`src/rtl/axi_arb_pkg.sv`:
```
// Shared types for the per-slave AXI arbiter.
//   arb_state_e : burst-tracking FSM states
//   arb_dir_e   : direction of the granted burst
//   GRANT_NONE  : grant index meaning "no master" (sliced to the grant width)
package axi_arb_pkg;

    typedef enum logic [2:0] {
        S_IDLE  = 3'd0,
        S_RADDR = 3'd1,
        S_RDATA = 3'd2,
        S_WADDR = 3'd3,
        S_WDATA = 3'd4,
        S_WRESP = 3'd5
    } arb_state_e;

    typedef enum logic {
        RD = 1'b0,
        WR = 1'b1
    } arb_dir_e;

    localparam logic [7:0] GRANT_NONE = '0;

endpackage

```
`src/rtl/rr_pick.sv`:
```
// Combinational round-robin picker.
//   req    in  N         request vector
//   ptr    in  IDX_BITS  highest-priority index (0..N-1)
//   valid  out 1         any request present
//   winner out IDX_BITS  first requester at/after ptr, wrapping modulo N
module rr_pick #(
    parameter int N        = 3,
    parameter int IDX_BITS = 2
) (
    input  logic [N-1:0]        req,
    input  logic [IDX_BITS-1:0] ptr,
    output logic                valid,
    output logic [IDX_BITS-1:0] winner
);

    logic                hi_v;
    logic [IDX_BITS-1:0] hi_w;
    logic [IDX_BITS-1:0] lo_w;

    // Scan high to low so the last hit is the lowest index: hi_* is the
    // lowest requester at/after ptr, lo_* the lowest overall (the wrap case).
    always_comb begin
        hi_v = 1'b0;
        hi_w = '0;
        lo_w = '0;
        for (int i = N - 1; i >= 0; i--) begin
            if (req[i]) begin
                lo_w = IDX_BITS'(i);
                if (IDX_BITS'(i) >= ptr) begin
                    hi_v = 1'b1;
                    hi_w = IDX_BITS'(i);
                end
            end
        end
        valid  = |req;
        winner = hi_v ? hi_w : lo_w;
    end

endmodule

```
`src/rtl/axi_slave_rr_arbiter.sv`:
```
// Per-slave AXI arbiter: one instance per crossbar slave port.
// Grants one master (read or write) by round-robin and holds the grant for a
// whole burst (address -> data -> RLAST / B response). A watchdog releases the
// slave if no handshake occurs for TIMEOUT_CYC cycles.
// Ports:
//   clk, rst                    clock, async active-low reset
//   ar_req / aw_req   [NUM_M]   ARVALID / AWVALID of masters decoded to this slave
//   *_sel                       granted master's signals (crossbar mux outputs)
//   *_s                         slave-side handshake signals
//   grant_rd/grant_wr [MIDX]    0 = none, m+1 = master m
//   busy                        FSM not idle
//   timeout                     one-cycle pulse on watchdog release
module axi_slave_rr_arbiter
    import axi_arb_pkg::*;
#(
    parameter int NUM_M       = 3,
    parameter int MIDX_BITS   = 2,
    parameter int TIMEOUT_CYC = 1024
) (
    input  logic                 clk,
    input  logic                 rst,
    input  logic [NUM_M-1:0]     ar_req,
    input  logic [NUM_M-1:0]     aw_req,
    input  logic                 arvalid_sel,
    input  logic                 arready_s,
    input  logic                 rvalid_s,
    input  logic                 rlast_s,
    input  logic                 rready_sel,
    input  logic                 awvalid_sel,
    input  logic                 awready_s,
    input  logic                 wvalid_sel,
    input  logic                 wlast_sel,
    input  logic                 wready_s,
    input  logic                 bvalid_s,
    input  logic                 bready_sel,
    output logic [MIDX_BITS-1:0] grant_rd,
    output logic [MIDX_BITS-1:0] grant_wr,
    output logic                 busy,
    output logic                 timeout
);

    localparam int                   CNT_W  = $clog2(TIMEOUT_CYC);
    localparam logic [MIDX_BITS-1:0] G_NONE = GRANT_NONE[MIDX_BITS-1:0];
    localparam logic [MIDX_BITS-1:0] LAST_M = MIDX_BITS'(NUM_M - 1);
    localparam logic [CNT_W-1:0]     WD_MAX = CNT_W'(TIMEOUT_CYC - 1);

    arb_state_e           state_q, state_d;
    arb_dir_e             last_dir_q, last_dir_d;
    logic [MIDX_BITS-1:0] rd_ptr_q, rd_ptr_d;
    logic [MIDX_BITS-1:0] wr_ptr_q, wr_ptr_d;
    logic [MIDX_BITS-1:0] grant_rd_q, grant_rd_d;
    logic [MIDX_BITS-1:0] grant_wr_q, grant_wr_d;
    logic                 timeout_q, timeout_d;
    logic [CNT_W-1:0]     wdog_q, wdog_d;

    logic                 rd_vld, wr_vld;
    logic [MIDX_BITS-1:0] rd_win, wr_win;
    logic                 progress;
    logic                 pick_rd;

    rr_pick #(.N(NUM_M), .IDX_BITS(MIDX_BITS)) u_pick_rd (
        .req(ar_req), .ptr(rd_ptr_q), .valid(rd_vld), .winner(rd_win)
    );

    rr_pick #(.N(NUM_M), .IDX_BITS(MIDX_BITS)) u_pick_wr (
        .req(aw_req), .ptr(wr_ptr_q), .valid(wr_vld), .winner(wr_win)
    );

    // Both directions requesting: serve the one not served last time.
    assign pick_rd = rd_vld && (!wr_vld || last_dir_q == WR);

    always_comb begin
        state_d    = state_q;
        last_dir_d = last_dir_q;
        rd_ptr_d   = rd_ptr_q;
        wr_ptr_d   = wr_ptr_q;
        grant_rd_d = grant_rd_q;
        grant_wr_d = grant_wr_q;
        timeout_d  = 1'b0;
        wdog_d     = '0;
        progress   = 1'b0;

        unique case (state_q)
            S_IDLE: begin
                if (pick_rd) begin
                    state_d    = S_RADDR;
                    grant_rd_d = rd_win + MIDX_BITS'(1);
                    rd_ptr_d   = (rd_win == LAST_M) ? '0 : rd_win + MIDX_BITS'(1);
                    last_dir_d = RD;
                end else if (wr_vld) begin
                    state_d    = S_WADDR;
                    grant_wr_d = wr_win + MIDX_BITS'(1);
                    wr_ptr_d   = (wr_win == LAST_M) ? '0 : wr_win + MIDX_BITS'(1);
                    last_dir_d = WR;
                end
            end
            S_RADDR: begin
                if (arvalid_sel && arready_s) begin
                    progress = 1'b1;
                    state_d  = S_RDATA;
                end
            end
            S_RDATA: begin
                if (rvalid_s && rready_sel) begin
                    progress = 1'b1;
                    if (rlast_s) begin
                        state_d    = S_IDLE;
                        grant_rd_d = G_NONE;
                    end
                end
            end
            S_WADDR: begin
                if (awvalid_sel && awready_s) begin
                    progress = 1'b1;
                    state_d  = S_WDATA;
                end
            end
            S_WDATA: begin
                if (wvalid_sel && wready_s) begin
                    progress = 1'b1;
                    if (wlast_sel) state_d = S_WRESP;
                end
            end
            S_WRESP: begin
                if (bvalid_s && bready_sel) begin
                    progress   = 1'b1;
                    state_d    = S_IDLE;
                    grant_wr_d = G_NONE;
                end
            end
            default: begin
                state_d    = S_IDLE;
                grant_rd_d = G_NONE;
                grant_wr_d = G_NONE;
            end
        endcase

        // Watchdog: stays zero in IDLE, so every entry into a busy state starts
        // from zero. Any handshake restarts the count.
        if (state_q != S_IDLE && !progress) begin
            if (wdog_q == WD_MAX) begin
                state_d    = S_IDLE;
                grant_rd_d = G_NONE;
                grant_wr_d = G_NONE;
                timeout_d  = 1'b1;
            end else begin
                wdog_d = wdog_q + CNT_W'(1);
            end
        end
    end

    always_ff @(posedge clk or negedge rst) begin
        if (!rst) begin
            state_q    <= S_IDLE;
            last_dir_q <= WR;
            rd_ptr_q   <= '0;
            wr_ptr_q   <= '0;
            grant_rd_q <= G_NONE;
            grant_wr_q <= G_NONE;
            timeout_q  <= 1'b0;
            wdog_q     <= '0;
        end else begin
            state_q    <= state_d;
            last_dir_q <= last_dir_d;
            rd_ptr_q   <= rd_ptr_d;
            wr_ptr_q   <= wr_ptr_d;
            grant_rd_q <= grant_rd_d;
            grant_wr_q <= grant_wr_d;
            timeout_q  <= timeout_d;
            wdog_q     <= wdog_d;
        end
    end

    assign grant_rd = grant_rd_q;
    assign grant_wr = grant_wr_q;
    assign busy     = (state_q != S_IDLE);
    assign timeout  = timeout_q;

endmodule

```
`config.mk`:
```
export PLATFORM = sky130hd
export DESIGN_NAME = axi_slave_rr_arbiter
export DESIGN_NICKNAME = d
export VERILOG_FILES = /design/src/rtl/axi_arb_pkg.sv /design/src/rtl/rr_pick.sv /design/src/rtl/axi_slave_rr_arbiter.sv
export SDC_FILE = /design/constraint.sdc
export NUM_CORES = 1
export LEC_CHECK = 0
export CAP_MARGIN = 10
export CORE_MARGIN = 2
export CORE_UTILIZATION = 29
export CTS_BUF_LIST = sky130_fd_sc_hd__clkbuf_4
export DETAILED_ROUTE_END_ITERATION = 12
export GPL_TIMING_DRIVEN = 1
export PLACE_DENSITY_LB_ADDON = 0.25
export SLEW_MARGIN = 20
export SYNTH_ARGS = -nofsm -noshare
export SYNTH_HDL_FRONTEND = slang
export SYNTH_SLANG_ARGS = --single-unit
```
`constraint.sdc`:
```
create_clock -name clk -period 2.46 [get_ports clk]
set_clock_uncertainty 0.15 [all_clocks]
set_input_delay 0.369 -clock clk [delete_from_list [all_inputs] [get_ports clk]]
set_output_delay 0.369 -clock clk [all_outputs]
set_load 0.005 [all_outputs]
```
======== Word-level counts from Yosys, hierarchy flattened ========
Index checks and enable logic that the tools add are counted.
storage, ports and cells
  register bits after elaboration ......... 23
  logic and storage cells ................. 116
  bits of input ports ..................... 20
  output and inout port bits .............. 6
operators by class
  add/subtract/negate cells ............... 3
  muxes and demuxes ....................... 70
  bitwise logic cells ..................... 1
  magnitude comparators ................... 6
  reduce and logical (&&, ||, !) cells .... 20
  equal/unequal tests ..................... 8
operators by type and width
  cell                     number
  $mux W2                  32
  $mux W3                  11
  $mux W1                  21
  $mux W10                 2
  $pmux W3 S6              1
  $pmux W2 S3              2
  $add A10 B1 Y10 const B  1
  $eq A10 B10 Y1 const B   1
  $ge A1 B2 Y1 const A     4
  $reduce_or A4 Y1         2
  $logic_and A1 B1 Y1      7
  $eq A3 B2 Y1 const B     2
  $eq A3 B3 Y1 const B     2
  $reduce_or A3 Y1         2
  $pmux W1 S5              1
  $add A2 B1 Y2 const B    2
  $eq A2 B2 Y1 const B     2
  $ge A2 B2 Y1 const A     2
  $reduce_and A2 Y1        2
  $eq A3 B1 Y1 const B     1
  $logic_not A3 Y1         1
  $reduce_and A3 Y1        1
  $reduce_bool A3 Y1       1
  $logic_not A1 Y1         2
  3 further kinds          3

======== Longest topological paths before layout ========
Gate-level depths: netlist of run 1.
  depth in word-level cells ............... 14
  gate-level depth with buffers ........... 8
  mapped depth without buffers ............ 8

======== By module ========
Synthesis of run 1 repeated with hierarchy kept, for this count alone.
unflattened totals
  cell total of the unflattened synthesis .. 142
  area total of the unflattened synthesis .. 1425.1 µm²
by module, submodules not included
  module                cells an instance  times used  sequential area each (µm²)  area an instance (µm²)
  axi_slave_rr_arbiter  126                1           576.8                       1295.0
  rr_pick               8                  2           0.0                         65.1

======== Least setup slack after synthesis of run 1 ========
Ideal clock, no wire load.
  path kind ............................... register to register
  start ................................... reg wdog_q[0]
  end ..................................... reg wdog_q[7]
  setup time .............................. 0.071 ns
  setup slack ............................. 0.523 ns
  buffers on the path ..................... 1
  stages on the path, launching flop included .. 7
  required time ........................... 2.239 ns
  arrival ................................. 1.716 ns
  period minus slack after synthesis ...... 1.937 ns
  cell sequence ........................... dfrtp_1 -> ha_1 -> and4_1 -> and3b_1 -> or4_1 -> buf_2 -> nor2_1
between the ends
  cells in the longest elaborated chain, start to end .. 3
  elaborated cells on any way between the ends .. 4
  classes of those cells .................. add/sub: 1; eq/ne: 1; mux: 2
ends and longest elaborated chain
  element                                            line                                                      source
  from (decl)                                        axi_slave_rr_arbiter.sv:54                                logic [CNT_W-1:0] wdog_q, wdog_d;
  from (signal assigned)                             axi_slave_rr_arbiter.sv:170                               wdog_q <= wdog_d;
  $add A10 B1 Y10 or $eq A10 B10 Y1 (tied branches)  axi_slave_rr_arbiter.sv:147, axi_slave_rr_arbiter.sv:141
  $mux W10 *                                         axi_slave_rr_arbiter.sv:141                               if (wdog_q == WD_MAX) begin
  $mux W10 *                                         axi_slave_rr_arbiter.sv:140                               if (state_q != S_IDLE && !progress) begin
  via wdog_d[7]                                      axi_slave_rr_arbiter.sv:54
The timed path passes the listed nets; every way through them passes the cells marked *.
A chain may end at the register's enable or synchronous reset.

======== Final worst setup path of run 1 ========
  start ................................... reg state_q[2]
  end ..................................... out busy
between the ends
  cells in the longest elaborated chain, start to end .. 1
ends and longest elaborated chain
  element                 line                         source
  from (decl)             axi_slave_rr_arbiter.sv:47   arb_state_e state_q, state_d;
  from (signal assigned)  axi_slave_rr_arbiter.sv:163  state_q <= state_d;
  $reduce_bool A3 Y1      axi_slave_rr_arbiter.sv:176  assign busy = (state_q != S_IDLE);
  to (decl)               axi_slave_rr_arbiter.sv:38   output logic busy,
No other way between the ends.

==> summary.md, run 1 <==
| Metric | Value |
|---|---|
| Slowest library cell on the worst path | `sky130_fd_sc_hd__dfrtp_1` |
| RD Place Congestion | `0.812` |
| Post-detailed-route via-to-cell ratio | `roughly 5` |
| Relative max-transition margin | `0.505` |
| Share of post-route cells with drive strength above 1 | `0.119` |
| Tmin final | `2.30 ns` |
| Synth Instances | `145` |
| Post_cts resized | `0` |
| CTS tree | `yes` |
| Filler Cells Inserted | `~470` |
| Number of hold buffers added after cts | `0` |
| Synth Net Count | `170` |
| Clock transition at the registers of the reported paths | `about 0.13 ns` |
| Number of design rule violations left after detail routing | `0` |
| Largest net degree at the start of global routing | `24` |
| Synth-to-Final Area Change | `26.8%` |
| Crit path kind | `reg2out` |
| Type of element capturing the critical path | `output pin` |
| Kind of start point of the critical path | `flip-flop` |
| Global-route usage over all layers | `0.124` |
| Unrepaired setup endpoints after global routing | `false` |
| Area of the core region | `4630 um2` |
| Post-synthesis area per instance | `9.47 um2` |
| Number of buffer cells added on primary ports | `25` |
| Total overflow reported by the global router | `0` |
| Prevailing post-synth register cell | `sky130_fd_sc_hd__dfrtp_1` |
| Cell type contributing the most total cell area after synthesis | `sky130_fd_sc_hd__dfrtp_1` |
| First-iteration detailed-routing DRC count | `77` |
| Core Rows | `25` |
| CP arrival | `1.78 ns` |
| Crit path max-delay family | `buffers and inverters` |
| Total wirelength of the detailed-routed design | `3150 um` |
| Top cell type's share of synthesized area | `0.401` |
| List of most frequent post-synthesis cells | `sky130_fd_sc_hd__dfrtp_1, sky130_fd_sc_hd__nand2_1, sky130_fd_sc_hd__nand3_1, sky130_fd_sc_hd__nor2_1, sky130_fd_sc_hd__inv_1` |
| Max frequency | `roughly 440 MHz` |
| Clock Sink Count | `23` |
| Total design power | `around 1.5 mW` |
| Slowest Stage Delay on Critical Path | `0.48 ns` |
| Setup violators final | `0` |
| Detail-routed net length per standard cell | `13.7 um` |
| Worst voltage drop across the vdd grid | `0.236 mV` |
| Number of routed nets with antenna violations | `0` |
| TritonCTS buffer count | `3` |
| Final Max Tran Viols | `0` |
| Clock latency at the later pin of the worst-skew pair | `0.31 ns` |
| Number of enable flip-flop cells after synthesis | `0` |
| Buf/Inv on CP | `3` |
| Library cells used by synthesis | `45` |
| Power density over the cells | `879 nW/um2` |
| Worst endpoint required time | `between 1.5 and 2 ns` |
| Storage element area | `577 um2` |
| Post-synthesis sequential area ratio | `0.420` |
| Critical path, cell by cell | `buf_4, nor3_2, inv_1, clkdlybuf4s50_1` |
| Post-CTS Setup Inserts | `0` |
| Overall die area | `5300 um2` |
| Vias in the first global route | `1178` |
| Leakage power total | `~0.73 nW` |
| Fin crit share | `0.934` |
| Largest buffer count on any clock path | `2` |
| Initial core utilization | `0.296` |
| Top cells by area in the synthesized netlist | `sky130_fd_sc_hd__dfrtp_1, sky130_fd_sc_hd__ha_1, sky130_fd_sc_hd__nand3_1` |
| Wire length of the first global-routing pass | `5240 um` |
| Final setup TNS | `0 ns` |
| Critical-path maximum fanout | `10` |
| Net count, final | `a little over 200` |
| Hold violation count in the final report | `0` |
| Chip width | `72.8 um` |
| Synthesis-stage register bit count | `23` |
| Area of the multi-input gates | `around 730 um2` |
| Number of detailed-route iterations in the first pass | `4` |
| Least-Margin Pin Slew | `0.736 ns` |
| DR vias | `roughly 1200` |
| Die outline height | `72.8 um` |
| Root buffer selected by CTS | `sky130_fd_sc_hd__clkbuf_4` |
| Cell area after technology mapping | `1370 um2` |
| Number of inserted diodes | `0` |
| Count of max-cap constraint violations | `0` |
| Number of antenna violations at the first check in global routing | `0` |
| Final HPWL DP | `2340 um` |
| Synth async-reset ratio | `1.00` |
| H-tree depth reported by CTS | `1` |
| Most frequent cell after synthesis | `sky130_fd_sc_hd__dfrtp_1` |
| Boundary Pins | `26` |
| Worst hold path type | `in2async` |
| Result of the run | `finished clean` |
| Warning count from the yosys run | `0` |
cell type report:
| class | count | area share |
|---|---|---|
| timing repair buffer | 32 | 0.174 |
| multi-input combinational | 108 | 0.421 |
| tap | 54 | 0.0388 |
| clock buffer | 3 | 0.0129 |
| clock inverter | 1 | 0.00288 |
| inverter | 9 | 0.0194 |
| sequential | 23 | 0.331 |
layout by cell type (no fill, tap or decap), types with 2 or more instances in the layout:
master	instances
sky130_fd_sc_hd__a211oi_1	2
sky130_fd_sc_hd__a21oi_1	4
sky130_fd_sc_hd__a221oi_1	4
sky130_fd_sc_hd__a31oi_1	2
sky130_fd_sc_hd__and3_1	5
sky130_fd_sc_hd__buf_4	7
sky130_fd_sc_hd__clkbuf_4	3
sky130_fd_sc_hd__clkdlybuf4s50_1	25
sky130_fd_sc_hd__dfrtp_1	22
sky130_fd_sc_hd__ha_1	5
sky130_fd_sc_hd__inv_1	9
sky130_fd_sc_hd__mux2_2	4
sky130_fd_sc_hd__nand2_1	12
sky130_fd_sc_hd__nand2b_1	2
sky130_fd_sc_hd__nand3_1	11
sky130_fd_sc_hd__nand3b_1	2
sky130_fd_sc_hd__nand4_1	2
sky130_fd_sc_hd__nor2_1	11
sky130_fd_sc_hd__nor2b_1	2
sky130_fd_sc_hd__nor3_1	4
sky130_fd_sc_hd__nor3b_1	2
sky130_fd_sc_hd__o211ai_1	3
sky130_fd_sc_hd__o21ai_0	3
sky130_fd_sc_hd__o22ai_1	2
sky130_fd_sc_hd__or3_1	2
sky130_fd_sc_hd__xnor2_1	2
sky130_fd_sc_hd__xor2_1	5
state kept, by name, summed over array words and instances, names as in the netlist:
name / count
grant_rd: 2
grant_wr: 2
last_dir_q: 1
rd_ptr_q: 2
state_q: 3
timeout: 1
wdog_q: 10
wr_ptr_q: 2
worst paths after layout:
| check | from | to | slack, ns | depth (start not counted) |
|---|---|---|---|---|
| worst max-delay path | state_q[2]$_DFF_PN0_ | busy | 0.16 | 4 |
| worst min-delay path | rst | rd_ptr_q[0]$_DFFE_PN0P_ | 0.25 | 2 |
| worst max register to register | wdog_q[0]$_DFF_PN0_ | state_q[1]$_DFF_PN0_ | 0.30 | 5 |
| worst min register to register | wdog_q[0]$_DFF_PN0_ | wdog_q[0]$_DFF_PN0_ | 0.34 | 1 |
| max in group asynchronous | rst | last_dir_q$_DFFE_PN1P_ | 1.63 | 2 |
| min in group clk | wdog_q[0]$_DFF_PN0_ | wdog_q[0]$_DFF_PN0_ | 0.34 | 1 |
stage by stage:
stage	util	std cells	hold WS (ns)	cell area (um2)	setup WS (ns)
after floorplan	-	145	-0.0766	1370	0.523
after global placement	0.370	226	0.316	1710	0.140
after detailed placement	0.370	226	0.322	1710	0.0950
after CTS	0.376	230	0.253	1740	0.141
after global routing	0.376	230	0.269	1740	0.0287
final	0.376	230	0.252	1740	0.161
routing by layer:
metal | GRT usage | part of all wire | up-vias
li1 | - | - | 599
met1 | 0.158 | 0.46 | 532
met2 | 0.211 | 0.49 | 29
met3 | 0.0193 | 0.048 | 2
met4 | 0.0473 | 0.0079 | 0
met5 | 0 | 0 | -
report_power, final:
group	switching (mW)	internal, mW	total [mW]
clock network	0.119	0.0607	0.180
logic	0.334	0.375	0.709
registers	0.140	0.501	0.641
logic make-up after synthesis:
logic type      count (synthesis)  synth area share
buf+inv                        14            0.0465
simple gates                   64             0.257
fa+ha+maj                       5            0.0456
compound gates                 28             0.153
xor+xnor                        7            0.0447
flops                          23             0.420
mux                             4            0.0328
Note: power is estimated with default switching activity, not from simulation.
==> inputs of run 2 (changes only) <==
--- a/config.mk
+++ b/config.mk
@@ -11,6 +11,7 @@
 export CTS_BUF_LIST = sky130_fd_sc_hd__clkbuf_4
 export DETAILED_ROUTE_END_ITERATION = 12
 export GPL_TIMING_DRIVEN = 1
+export HOLD_SLACK_MARGIN = 0.1
 export PLACE_DENSITY_LB_ADDON = 0.25
 export SLEW_MARGIN = 20
 export SYNTH_ARGS = -nofsm -noshare
==> results of run 2 <==
Same layout as run 1: the final DEF is identical, and so are final timing and power.
==> inputs of run 3 (changes only) <==
--- a/config.mk
+++ b/config.mk
@@ -10,9 +10,11 @@
 export CORE_UTILIZATION = 29
 export CTS_BUF_LIST = sky130_fd_sc_hd__clkbuf_4
 export DETAILED_ROUTE_END_ITERATION = 12
+export GPL_ROUTABILITY_DRIVEN = 1
 export GPL_TIMING_DRIVEN = 1
 export HOLD_SLACK_MARGIN = 0.1
 export PLACE_DENSITY_LB_ADDON = 0.25
+export RECOVER_POWER = 50
 export SLEW_MARGIN = 20
 export SYNTH_ARGS = -nofsm -noshare
 export SYNTH_HDL_FRONTEND = slang
==> run 3 against run 2 <==
Against the previous run:
- cell count did not move
- utilization shrank 0.081 points
- sequential power about the same
- routed wire length increased by 0.19%
- critical path depth unchanged
- non-clock buffer count unchanged
- die area is the same
- cell area down 0.22%
- combinational power barely moved
- register-to-register slack barely moved
- maximum frequency shrank 0.47%
- largest cell class unchanged
- largest power group unchanged
==> summary.md, run 3 (synthesis results as in run 1) <==
| Metric | Value |
|---|---|
| Result of the run | `finished clean` |
| Net count, final | `about 200` |
| Clock transition at the registers of the reported paths | `approximately 0.13 ns` |
| Number of buffer cells added on primary ports | `25` |
| Die outline height | `72.8 um` |
| Post-detailed-route via-to-cell ratio | `5.07` |
| Post-CTS Setup Inserts | `0` |
| Type of element capturing the critical path | `output pin` |
| Filler Cells Inserted | `467` |
| Number of hold buffers added after cts | `0` |
| Number of routed nets with antenna violations | `0` |
| RD Place Congestion | `0.812` |
| Worst hold path type | `reg2reg` |
| Final setup TNS | `0 ns` |
| CP arrival | `1.79 ns` |
| Endpoint of the lowest-slack register-to-register path | `state_q[1]$_DFF_PN0_` |
| Vias in the first global route | `1178` |
| Area of the multi-input gates | `732 um2` |
| First-iteration detailed-routing DRC count | `77` |
| Cell depth of the worst flop-to-flop path | `5` |
| Number of inserted diodes | `0` |
| Worst voltage drop across the vdd grid | `0.236 mV` |
| Min-Delay Path Depth | `1` |
| Final HPWL DP | `2340 um` |
| Final standard cell area without fillers | `1740 um2` |
| Tmin final | `2.31 ns` |
| Number of design rule violations left after detail routing | `0` |
| Largest net degree at the start of global routing | `24` |
| Clock latency at the later pin of the worst-skew pair | `between 0.3 and 0.4 ns` |
| Storage element area | `577 um2` |
| Root buffer selected by CTS | `sky130_fd_sc_hd__clkbuf_4` |
| Detail-routed net length per standard cell | `13.7 um` |
| Synth-to-Final Area Change | `26.5%` |
| Worst flop-to-flop path startpoint | `wdog_q[0]$_DFF_PN0_` |
| Crit path max-delay family | `buffers and inverters` |
| Hold violation count in the final report | `0` |
| Kind of start point of the critical path | `flip-flop` |
| Largest buffer count on any clock path | `2` |
| Initial core utilization | `0.296` |
| Fin crit share | `0.939` |
| TritonCTS buffer count | `3` |
| Placed Instance Area | `~1700 um2` |
| Power density over the cells | `880 nW/um2` |
| Unrepaired setup endpoints after global routing | `false` |
| Highest-count cells in the layout ignoring fill and taps | `sky130_fd_sc_hd__dfrtp_1, sky130_fd_sc_hd__clkdlybuf4s50_1, sky130_fd_sc_hd__nand2_1` |
| Final standard cell utilization of the core | `0.375` |
| Crit path kind | `reg2out` |
| Max FFs per register | `10` |
| Total overflow reported by the global router | `0` |
| H-tree depth reported by CTS | `1` |
| Number of antenna violations at the first check in global routing | `0` |
| Area of the core region | `4630 um2` |
| Clock Sink Count | `23` |
| Slowest Stage Delay on Critical Path | `between 0.4 and 0.5 ns` |
| Largest register by flop count | `wdog_q` |
| Startpoint of the lowest-slack hold path | `wdog_q[0]$_DFF_PN0_` |
| Wire length of the first global-routing pass | `roughly 5200 um` |
| Max frequency | `433 MHz` |
| Chip width | `72.8 um` |
| Core Rows | `25` |
| Boundary Pins | `26` |
| CTS tree | `yes` |
| Final Max Tran Viols | `0` |
| Hold Path End | `wdog_q[0]$_DFF_PN0_` |
| Setup violators final | `0` |
| Global-route usage over all layers | `0.124` |
| Slowest library cell on the worst path | `sky130_fd_sc_hd__dfrtp_1` |
| Buf/Inv on CP | `3` |
| Relative max-transition margin | `0.143` |
| Overall die area | `between 5000 and 6000 um2` |
| Registers with the highest flip-flop counts | `wdog_q x10, state_q x3` |
| Count of max-cap constraint violations | `0` |
| Least-Margin Pin Slew | `around 1.3 ns` |
| Share of post-route cells with drive strength above 1 | `0.114` |
| Worst endpoint required time | `a little under 2 ns` |
| Setup slack of the most critical reg-to-reg path | `0.30 ns` |
| Hold WS | `0.335 ns` |
| Leakage power total | `0.733 nW` |
| Post_cts resized | `0` |
| Critical path, cell by cell | `buf_4, nor3_2, inv_1, clkdlybuf4s50_1` |
| Total wirelength of the detailed-routed design | `roughly 3200 um` |
| DR vias | `1166` |
| Critical-path maximum fanout | `10` |
| Number of detailed-route iterations in the first pass | `4` |
[run 3: cell types whose count changed in the layout (fill, tap and decap cells not counted), sizes merged]
cell | previous run | this run
dlygate4sd3 | 0 | 3
clkdlybuf4s50 | 25 | 22
clkbuf | 3 | 4
buf | 7 | 6
[run 3: how the worst max path moves through the flow]
stage	from	end	slack, ns	depth (start not counted)
detailed placement	ar_req[2]	grant_wr[1]$_DFF_PN0_	0.09	5
finish	state_q[2]$_DFF_PN0_	busy	0.15	4
floorplan	wdog_q[0]$_DFF_PN0_	wdog_q[7]$_DFF_PN0_	0.52	6
global route	state_q[2]$_DFF_PN0_	busy	0.03	4
global placement	ar_req[2]	grant_wr[1]$_DFF_PN0_	0.14	5
CTS	state_q[2]$_DFF_PN0_	busy	0.14	4
[run 3: per-stage QoR]
stage | setup slack (ns) | std cells | power, mW
2_1_floorplan | 0.523 | 145 | 1.11
3_3_place_gp | 0.140 | 226 | 1.34
3_5_place_dp | 0.0950 | 226 | 1.36
4_1_cts | 0.141 | 230 | 1.55
5_1_grt | 0.0287 | 230 | 1.67
6_report | 0.150 | 230 | 1.53
[run 3: report_power, final]
group / total (mW) / switching, mW / internal [mW]
logic: 0.706 / 0.334 / 0.372
registers: 0.642 / 0.141 / 0.501
clock network: 0.180 / 0.119 / 0.0607
total: 1.53 / 0.594 / 0.934
[run 3: worst register-to-register path, cell delays in order, from the launching register on]
cell and delay (ns):
sky130_fd_sc_hd__dfrtp_1 0.40, sky130_fd_sc_hd__ha_1 0.21, sky130_fd_sc_hd__and4_1 0.29, sky130_fd_sc_hd__nand4_1 0.16, sky130_fd_sc_hd__nor4_2 0.69, sky130_fd_sc_hd__a211oi_1 0.12
[run 3: area by class of cell]
| class | count | share of cell area |
|---|---|---|
| multi-input combinational | 108 | 0.421 |
| sequential | 23 | 0.332 |
| timing repair buffer | 32 | 0.172 |
| tap | 54 | 0.0389 |
| inverter | 9 | 0.0195 |
| clock buffer | 3 | 0.0130 |
| clock inverter | 1 | 0.00288 |
[run 3: metal layers]
layer / up-vias / global-route usage / share of wire
met5: - / 0 / 0
met4: 0 / 0.0473 / 0.0079
met3: 2 / 0.0193 / 0.050
met2: 32 / 0.211 / 0.49
met1: 530 / 0.158 / 0.45
li1: 602 / - / -
